**src/rtl/producer_arbiter_pkg.sv**
```systemverilog
`default_nettype none
// ============================================================================
//  Module   : producer_arbiter_pkg
//  Purpose  : Shared state codes, source ids, defaults and the round-robin
//             helper used by the producer arbiter.
//  Revision : 1.0  initial release
// ============================================================================
package producer_arbiter_pkg;

  // FSM state codes; the raw code is also exported for LED display
  typedef logic [2:0] state_t;

  localparam state_t S_IDLE  = 3'd0;
  localparam state_t S_ISSUE = 3'd1;
  localparam state_t S_WAIT  = 3'd2;
  localparam state_t S_WRITE = 3'd3;
  localparam state_t S_STALL = 3'd4;
  localparam state_t S_DRAIN = 3'd5;

  // Producer ids as carried on the grant output
  localparam logic SRC_FIB = 1'b0;
  localparam logic SRC_TMR = 1'b1;

  localparam int DEFAULT_WIDTH   = 16;
  localparam int DEFAULT_TIMEOUT = 64;

  // Pick the next source: alternate when both are active, otherwise take
  // whichever one is active (callers only use this when at least one is).
  function automatic logic rr_pick(input logic act_f, input logic act_t,
                                   input logic last);
    if (act_f && act_t) begin
      return ~last;
    end else if (act_t) begin
      return SRC_TMR;
    end else begin
      return SRC_FIB;
    end
  endfunction

endpackage
`default_nettype wire

```
**src/rtl/producer_arbiter_wait_timer.sv**
```systemverilog
`default_nettype none
// ============================================================================
//  Module   : arb_wait_timer
//  Purpose  : Clearable up-counter with a terminal-count flag. Counts the
//             cycles spent waiting for the granted producer's valid and
//             saturates at TIMEOUT-1 so the flag stays asserted.
//  Revision : 1.0  initial release
// ============================================================================
module arb_wait_timer #(
  parameter int TIMEOUT = 64
) (
  input  logic clk,
  input  logic rst,
  input  logic clr,
  input  logic en,
  output logic tc
);

  localparam int            CW     = $clog2(TIMEOUT);
  localparam logic [CW-1:0] TC_VAL = CW'(TIMEOUT - 1);

  logic [CW-1:0] count_q;
  logic [CW-1:0] count_d;

  assign tc = (count_q == TC_VAL);

  // Clear wins over count; hold once terminal count is reached
  always_comb begin
    count_d = count_q;
    if (clr) begin
      count_d = '0;
    end else if (en && !tc) begin
      count_d = count_q + CW'(1);
    end
  end

  // Counter register
  always_ff @(posedge clk or posedge rst) begin
    if (rst) begin
      count_q <= '0;
    end else begin
      count_q <= count_d;
    end
  end

endmodule
`default_nettype wire

```
**src/rtl/producer_arbiter.sv**
```systemverilog
`default_nettype none
// ============================================================================
//  Module   : producer_arbiter
//  Purpose  : Shares the CDC FIFO write port between the fibonacci and timer
//             producers. Issues one-word requests round-robin, waits for the
//             granted valid with a timeout, writes only when the FIFO has
//             room and drains the FIFO after stop.
//  Options  : ARB_STATS_EN - adds f_count / t_count / to_count statistics.
//  Revision : 1.0  initial release
// ============================================================================
module producer_arbiter
  import producer_arbiter_pkg::*;
#(
  parameter int WIDTH   = DEFAULT_WIDTH,
  parameter int TIMEOUT = DEFAULT_TIMEOUT
) (
  input  logic             clk,
  input  logic             rst,
  input  logic             start_f,
  input  logic             start_t,
  input  logic             stop,
  input  logic             f_valid,
  input  logic [WIDTH-1:0] f_data,
  input  logic             t_valid,
  input  logic [WIDTH-1:0] t_data,
  input  logic             buffer_full,
  input  logic             buffer_empty,
  input  logic             data_2_valid,
  output logic             f_en,
  output logic             t_en,
  output logic [WIDTH-1:0] data_1,
  output logic             data_1_en,
  output logic             grant,
  output logic [2:0]       state,
  output logic             timeout_err
`ifdef ARB_STATS_EN
  ,
  output logic [15:0]      f_count,
  output logic [15:0]      t_count,
  output logic [15:0]      to_count
`endif
);

  state_t           state_q, state_d;
  logic             grant_q, grant_d;
  logic             last_q, last_d;
  logic             act_f_q, act_f_d;
  logic             act_t_q, act_t_d;
  logic             stop_pend_q, stop_pend_d;
  logic [WIDTH-1:0] data_1_q, data_1_d;

  logic             w_tc;
  logic             w_granted_valid;
  logic [WIDTH-1:0] w_granted_data;
  logic             w_drain_done;

  // Only the granted producer's handshake is looked at; the other is ignored
  assign w_granted_valid = (grant_q == SRC_TMR) ? t_valid : f_valid;
  assign w_granted_data  = (grant_q == SRC_TMR) ? t_data  : f_data;
  assign w_drain_done    = (state_q == S_DRAIN) && buffer_empty && !data_2_valid;

  arb_wait_timer #(
    .TIMEOUT (TIMEOUT)
  ) u_wait_timer (
    .clk (clk),
    .rst (rst),
    .clr (state_q == S_ISSUE),
    .en  (state_q == S_WAIT),
    .tc  (w_tc)
  );

  // State and grant registers
  always_ff @(posedge clk or posedge rst) begin
    if (rst) begin
      state_q <= S_IDLE;
      grant_q <= SRC_FIB;
    end else begin
      state_q <= state_d;
      grant_q <= grant_d;
    end
  end

  // Next-state logic; the grant is chosen on the way out of IDLE
  always_comb begin
    state_d = state_q;
    grant_d = grant_q;
    case (state_q)
      S_IDLE: begin
        if (stop_pend_q) begin
          state_d = S_DRAIN;
        end else if (buffer_full) begin
          state_d = S_STALL;
        end else if (act_f_q || act_t_q) begin
          state_d = S_ISSUE;
          grant_d = rr_pick(act_f_q, act_t_q, last_q);
        end
      end
      S_ISSUE: state_d = S_WAIT;
      S_WAIT: begin
        // A valid arriving on the terminal-count cycle still wins
        if (w_granted_valid) begin
          state_d = S_WRITE;
        end else if (w_tc) begin
          state_d = S_IDLE;
        end
      end
      S_WRITE, S_STALL: begin
        if (!buffer_full) begin
          state_d = stop_pend_q ? S_DRAIN : S_IDLE;
        end
      end
      S_DRAIN: begin
        if (w_drain_done) begin
          state_d = S_IDLE;
        end
      end
      default: state_d = S_IDLE;
    endcase
  end

  // Moore/Mealy outputs: request pulses, write strobe, timeout pulse
  always_comb begin
    f_en        = 1'b0;
    t_en        = 1'b0;
    data_1_en   = 1'b0;
    timeout_err = 1'b0;
    case (state_q)
      S_ISSUE: begin
        f_en = (grant_q == SRC_FIB);
        t_en = (grant_q == SRC_TMR);
      end
      S_WAIT:  timeout_err = w_tc && !w_granted_valid;
      S_WRITE: data_1_en   = !buffer_full;
      default: ;
    endcase
  end

  assign data_1 = data_1_q;
  assign grant  = grant_q;
  assign state  = state_q;

  // Source-activity flags, pending stop, round-robin memory and data word
  always_comb begin
    act_f_d     = act_f_q;
    act_t_d     = act_t_q;
    stop_pend_d = stop_pend_q;
    last_d      = last_q;
    data_1_d    = data_1_q;

    // stop overrides any start in the same cycle
    if (stop) begin
      stop_pend_d = 1'b1;
      act_f_d     = 1'b0;
      act_t_d     = 1'b0;
    end else begin
      if (state_q != S_DRAIN) begin
        if (start_f) act_f_d = 1'b1;
        if (start_t) act_t_d = 1'b1;
      end
      if (w_drain_done) stop_pend_d = 1'b0;
    end

    if ((state_q == S_WAIT) && w_granted_valid) begin
      data_1_d = w_granted_data;
    end

    // A request is finished either by its write or by its timeout
    if (data_1_en || timeout_err) begin
      last_d = grant_q;
    end
  end

  // Datapath and flag registers
  always_ff @(posedge clk or posedge rst) begin
    if (rst) begin
      act_f_q     <= 1'b0;
      act_t_q     <= 1'b0;
      stop_pend_q <= 1'b0;
      last_q      <= SRC_TMR;
      data_1_q    <= '0;
    end else begin
      act_f_q     <= act_f_d;
      act_t_q     <= act_t_d;
      stop_pend_q <= stop_pend_d;
      last_q      <= last_d;
      data_1_q    <= data_1_d;
    end
  end

`ifdef ARB_STATS_EN
  logic [15:0] f_count_q, f_count_d;
  logic [15:0] t_count_q, t_count_d;
  logic [15:0] to_count_q, to_count_d;

  // Per-source write counts and timeout count, all wrapping
  always_comb begin
    f_count_d  = f_count_q;
    t_count_d  = t_count_q;
    to_count_d = to_count_q;
    if (data_1_en && (grant_q == SRC_FIB)) f_count_d = f_count_q + 16'd1;
    if (data_1_en && (grant_q == SRC_TMR)) t_count_d = t_count_q + 16'd1;
    if (timeout_err) to_count_d = to_count_q + 16'd1;
  end

  // Statistics registers
  always_ff @(posedge clk or posedge rst) begin
    if (rst) begin
      f_count_q  <= '0;
      t_count_q  <= '0;
      to_count_q <= '0;
    end else begin
      f_count_q  <= f_count_d;
      t_count_q  <= t_count_d;
      to_count_q <= to_count_d;
    end
  end

  assign f_count  = f_count_q;
  assign t_count  = t_count_q;
  assign to_count = to_count_q;
`endif

endmodule
`default_nettype wire

```
**config.mk**
```make
export PLATFORM = sky130hd
export DESIGN_NAME = producer_arbiter
export DESIGN_NICKNAME = d
export VERILOG_FILES = /design/src/rtl/producer_arbiter_pkg.sv /design/src/rtl/producer_arbiter_wait_timer.sv /design/src/rtl/producer_arbiter.sv
export SDC_FILE = /design/constraint.sdc
export NUM_CORES = 1
export LEC_CHECK = 0
export ABC_AREA = 1
export CAP_MARGIN = 20
export CORE_MARGIN = 1
export CORE_UTILIZATION = 48
export DETAILED_ROUTE_END_ITERATION = 10
export PLACE_DENSITY = 0.86
export SYNTH_ARGS = -nofsm -noshare
export SYNTH_HDL_FRONTEND = slang
export SYNTH_HIERARCHICAL = 1
export SYNTH_SLANG_ARGS = --single-unit
```
**constraint.sdc**
```tcl
create_clock -name clk -period 2.4 [get_ports clk]
set_input_delay 0.6 -clock clk [delete_from_list [all_inputs] [get_ports clk]]
set_output_delay 0.6 -clock clk [all_outputs]
set_load 0.01 [all_outputs]
```
Word level (Yosys, flattened, before mapping) --
Index checks and enable logic that the tools add are counted.
Storage, ports and cells: bits in registers 30, output and inout port bits 24, logic and storage cells 74
Cells by class: add/subtract/negate cells 1, equality and inequality tests 11, mux-type cells 27, bitwise gates (word level) 4, reduce and logical (&&, ||, !) cells 23
Operators by type and width (number):
- 3-bit two-way mux | 8
- 16-bit two-way mux | 1
- 1-bit two-way mux | 15
- 3-bit case mux with 5 select lines | 1
- 6-bit two-way mux | 2
- 2-bit nonzero test | 5
- 4-bit AND reduction | 2
- 6-bit by 1-bit adder with 6-bit output (second input constant) | 1
- 3-bit by 2-bit equality test with 1-bit output (second input constant) | 2
- 3-bit equality test (second input constant) | 2
- 6-bit equality test (second input constant) | 1
- 1-bit logical AND | 6
- 3-bit != test (second input constant) | 2
- 1-bit logical NOT | 4
- 2-bit != test (second input constant) | 2
- 4-bit != test (second input constant) | 1
- 1-bit inverter | 4
- 2-bit AND reduction | 2
- 3-bit by 1-bit equality test with 1-bit output (second input constant) | 1
- 3-bit logical NOT | 1
- 1-bit logical OR | 2
- 2-bit OR reduction | 1

Logic depth before layout (Yosys ltp) --
depth in word-level cells 5, mapped depth 12, gate-level depth less buffers 12

Cells and area by module --
The synthesis kept the hierarchy.
By module, submodules not included:
- producer_arbiter | times used 1, cells an instance 182, area each 1397.6 sq um, seq. area each 601.8 sq um
- arb_wait_timer | times used 1, cells an instance 54, area each 389.1 sq um, seq. area each 150.1 sq um

Worst setup path before layout --
No wires, ideal clock.
path kind register to output, from register state_q[1], in the netlist state[1], to output port f_en, data arrival time 1203 ps, slack 597 ps, stages on the path, launching flop included 6, path through dfrtp_1 > inv_1 > nand2_1 > nor2_1 > inv_1 > nor2_1
Between the ends: word-level cells in the longest chain between the ends 2
Ends and longest elaborated chain:
- from (decl) | line producer_arbiter.sv:44 | state_t state_q, state_d;
- from (signal assigned) | line producer_arbiter.sv:78 | state_q <= state_d;
- 3-bit by 1-bit equality test with 1-bit output | line producer_arbiter.sv:127 | case (state_q)
- 1-bit two-way mux | line producer_arbiter.sv:127
- to (decl) | line producer_arbiter.sv:29 | output logic f_en,
Every way passes these cells.

Worst setup path after layout --
from register state_q[1], in the netlist state[1], to output port t_en
Between the ends: word-level cells in the longest chain between the ends 2
Ends and longest elaborated chain:
- 3-bit by 1-bit equality test with 1-bit output | line producer_arbiter.sv:127
- 1-bit two-way mux | line producer_arbiter.sv:127
- to (decl) | line producer_arbiter.sv:30 | output logic t_en,
Every way passes these cells.

==> results.txt <==
* Outcome: complete, no violations
- For this run, the top clock speed supported by timing is 433 MHz.
- For met3 alone, demand over resource in global routing was 5.29%.
- Number of storage elements in the synthesis netlist: 30
- From left edge to right edge, the die measures 63.0 um.
- The setup check on the worst reg-to-reg path leaves a slack of 680 ps.
- Final number of setup-violating endpoints: 0
- OpenSTA, run right after detailed placement, puts the worst setup slack at -142 ps.
* Number of buffers on the longest clock path: 2
- Met2 track demand over resource in global routing: 39.7%
* Worst hold slack: 529 ps
- Power consumption: 0.00283 W
* Relative slew slack: 79.5%
- Via count of the first global-routing pass: 1634
- Setup repair after global routing left no endpoint under its margin.
- Commonest cells after routing, fill and taps aside: nand2_1 (75), clkdlybuf4s50_1 (62), nor2_1 (37)
- Areal power density over the cells: 1090 nW/um^2
* Arr. time, crit path: 1710 ps
- The region available for standard cell placement spans 3440 sq um.
- Global routing finished with a remaining overflow of 0.
- For the final routed database, the setup TNS stands at 0 ps.
- Fraction of the yosys area taken by sequential cells: 42.1%
- For this design the top-level I/O count stands at 66.
- Slowest library cell on the worst path: clkdlybuf4s50_1
* Count of clock tree sinks: 30
- Vias after detailed routing: 1786
- CTS root buf: clkbuf_8
- Die area: 3970 sq um
- Clock transition at the registers of the reported paths: 60 ps
* Netlist cell types: 26
* Met1 Usage GRT: 28.6%
- Final worst slack: 89.8 ps
- The min-delay analysis places its worst path in the category register to register.
- The critical path starts at state[1]$_DFFE_PP0P_.
- Measured in cells, the most critical reg-to-reg path has a length of 8.
- Endpoint of the lowest-slack register-to-register path: data_1[10]$_DFFE_PP0P_
* Fraction of final layout cells with drive strength greater than 1: 13.6%
- Wire length of the first global-routing pass: 7.29 mm
- For this block, the initial DRC count from the detailed router was 112.
- Cell-by-cell listing of the critical path: inv_1 > nand2_1 > nor2_1 > inv_1 > nor2_1 > clkdlybuf4s50_1
* Vertical extent of the die: 63.0 um
- Final wirelength: 4.32 mm
- Max-cap violations in this run came to 0.
* Number of buffers added to fix hold violations after cts: 0
- Growth of design area from synthesis to finish: 45.2%
- Counting the buffers created by CTS gives 5.
* Number of iterations in the first detailed-routing pass: 4
- In the final layout, flip-flops and latches occupy 753 sq um.
- Largest net degree at the start of global routing: 34
- Number of routed nets with antenna violations: 0
- The layer flagged by global routing as most heavily used is met2.
* Proportion of power drawn by the clock network: 18.4%
- Standard-cell row count: 21
- CTS built an H-tree with a depth of 2.
- Int Power: 0.00175 W
* Comb power frac: 50.6%
- For this design the total switching power over the nets is 0.00108 W.
- At the worst endpoint, the required time is 1800 ps.
* Sequential share of power: 31.0%
- Initial core utilization: 51.9%
- Worst stage delay on the critical path: 540 ps
* Initial antenna violation count: 0
* Actual transition at the worst max-transition pin: 307 ps
- Net switching fraction of the power: 38.1%
- Leading cell type in the layout, fill and taps excluded: nand2_1
- Total leakage power: 1.25 nW
* Final GP Congestion: 0.846
* Highest net fanout along the worst path: 3
* Worst vdd rail ir drop: 0.597 mV
- Routed WL per cell: 12.2 um
* Category of the most critical setup path: register to output pin
* Sort of element at the end of the critical path: output pin
* Count of buffers inserted at the top-level ports: 65
- Synth Net Count: 279
* Start of the worst register-to-register path: grant$_DFFE_PP0P_
- # fillers: 256
- Yosys printed 6 warnings.
- The repair_antennas step left the layout with diodes totalling 0.
- Crit path launch type: register
- Drt drc: 0
* Number of endpoints with negative hold slack in the final report: 0
* Area of the multi-input gates: 836 sq um
* Routed vias/inst: 5.03
* Worst setup path end: t_en
- At the end of the flow, the number of nets in the layout was 351.
* Post-layout minimum cycle time: 2310 ps
- Max Clock Skew: 7.38 ps
- TritonCTS clock tree: done
* HPWL after detailed placement: 3.14 mm
- In the finished design, the share of the clock period the worst path needs comes to 96.3%.
* Post-synthesis instance area: 1790 sq um
- The final count of pins violating max slew is 0.
* Avg Synthesized Cell Area: 7.57 sq um
* Clock Latency Late Sink: 280 ps
- Global routing consumed, over all layers together, 23.5% of the routing resources.
- Synthesis produced 236 cells.
[synthesized netlist by cell type, drive strengths merged]
library cell  instances  area share, %
nand3                14            4.6
inv                  30            6.6
a31oi                16            9.1
a21oi                 6            1.9
ha                    1           0.70
nor2                 39            8.8
nand2                80             18
buf                   4            2.6
nor3                  3           0.84
nand4                 4            1.4
dfrtp                29             41
dfstp                 1            1.5
o21ai                 5            1.4
clkbuf                4            2.0
[sequential cells by signal, indices dropped and copies added (netlist names)]
register	count
data_1	16
stop_pend_q	1
act_t_q	1
state	3
grant	1
last_q	1
act_f_q	1
u_wait_timer/count_q	6
[worst max-delay path: cells and delay by family (launching register included)]
family,cells,cell delay (ps)
flip-flops,1,410
AND/OR/NAND/NOR,3,280
buffers and inverters,3,740
[logic make-up (layout without fill, tap and decap cells)]
group                    after synthesis  in the layout  synth area share [%]
AO/OA/AOI/OAI                         27             27                  12.4
adder cells (fa/ha/maj)                1              1                 0.700
flip-flops                            30             30                  42.1
buffers and inverters                 38            111                  11.1
AND/OR/NAND/NOR                      140            140                  33.7
[power groups by stage]
stage | clock network [W] | logic, W | registers [W]
2_1_floorplan | 0 | 0.000777 | 0.000939
3_3_place_gp | 0 | 0.00137 | 0.000877
3_5_place_dp | 0 | 0.00141 | 0.000887
4_1_cts | 0.000526 | 0.00142 | 0.000881
5_1_grt | 0.000555 | 0.00159 | 0.000905
6_report | 0.000521 | 0.00143 | 0.000880
[layout make-up]
| cell class | count | share of cell area (%) |
|---|---|---|
| multi-input combinational | 168 | 32.2 |
| sequential | 30 | 29.0 |
| timing repair buffer | 73 | 27.5 |
| inverter | 30 | 4.53 |
| clock buffer | 7 | 3.33 |
| tap | 46 | 2.22 |
| clock inverter | 1 | 1.16 |
[metrics by stage]
step,instances,util (%),area [sq um]
after floorplan,236,-,1790
after global placement,346,71.6,2470
after detailed placement,346,71.6,2470
after CTS,354,75.0,2580
after global routing,355,75.4,2590
final,355,75.4,2590
[worst min path at each step]
stage / cells past startpoint / startpoint / to / slack (ps)
global route: 2 / state[1]$_DFFE_PP0P_ / state[1]$_DFFE_PP0P_ / 570
CTS: 2 / data_1[3]$_DFFE_PP0P_ / data_1[3]$_DFFE_PP0P_ / 550
finish: 2 / state[1]$_DFFE_PP0P_ / state[1]$_DFFE_PP0P_ / 530
global placement: 2 / last_q$_DFFE_PP1P_ / last_q$_DFFE_PP1P_ / 490
floorplan: 1 / rst / u_wait_timer/count_q[0]$_DFFE_PP0P_ / 390
detailed placement: 2 / data_1[3]$_DFFE_PP0P_ / data_1[3]$_DFFE_PP0P_ / 540
[layer usage]
layer / up-vias / routed length, um
li1: 887 / -
met1: 830 / 1820
met2: 60 / 2200
met3: 9 / 233
met4: 0 / 68
met5: - / 0
[repair_timing]
| item | in CTS | in global routing |
|---|---|---|
| resized for setup | 1 | 3 |
| setup endpoints to repair | 1 | 3 |
| endpoints found under the hold margin | 0 | 0 |
| buffers inserted | 0 | 1 |
Note: power is estimated with default switching activity, not from simulation.
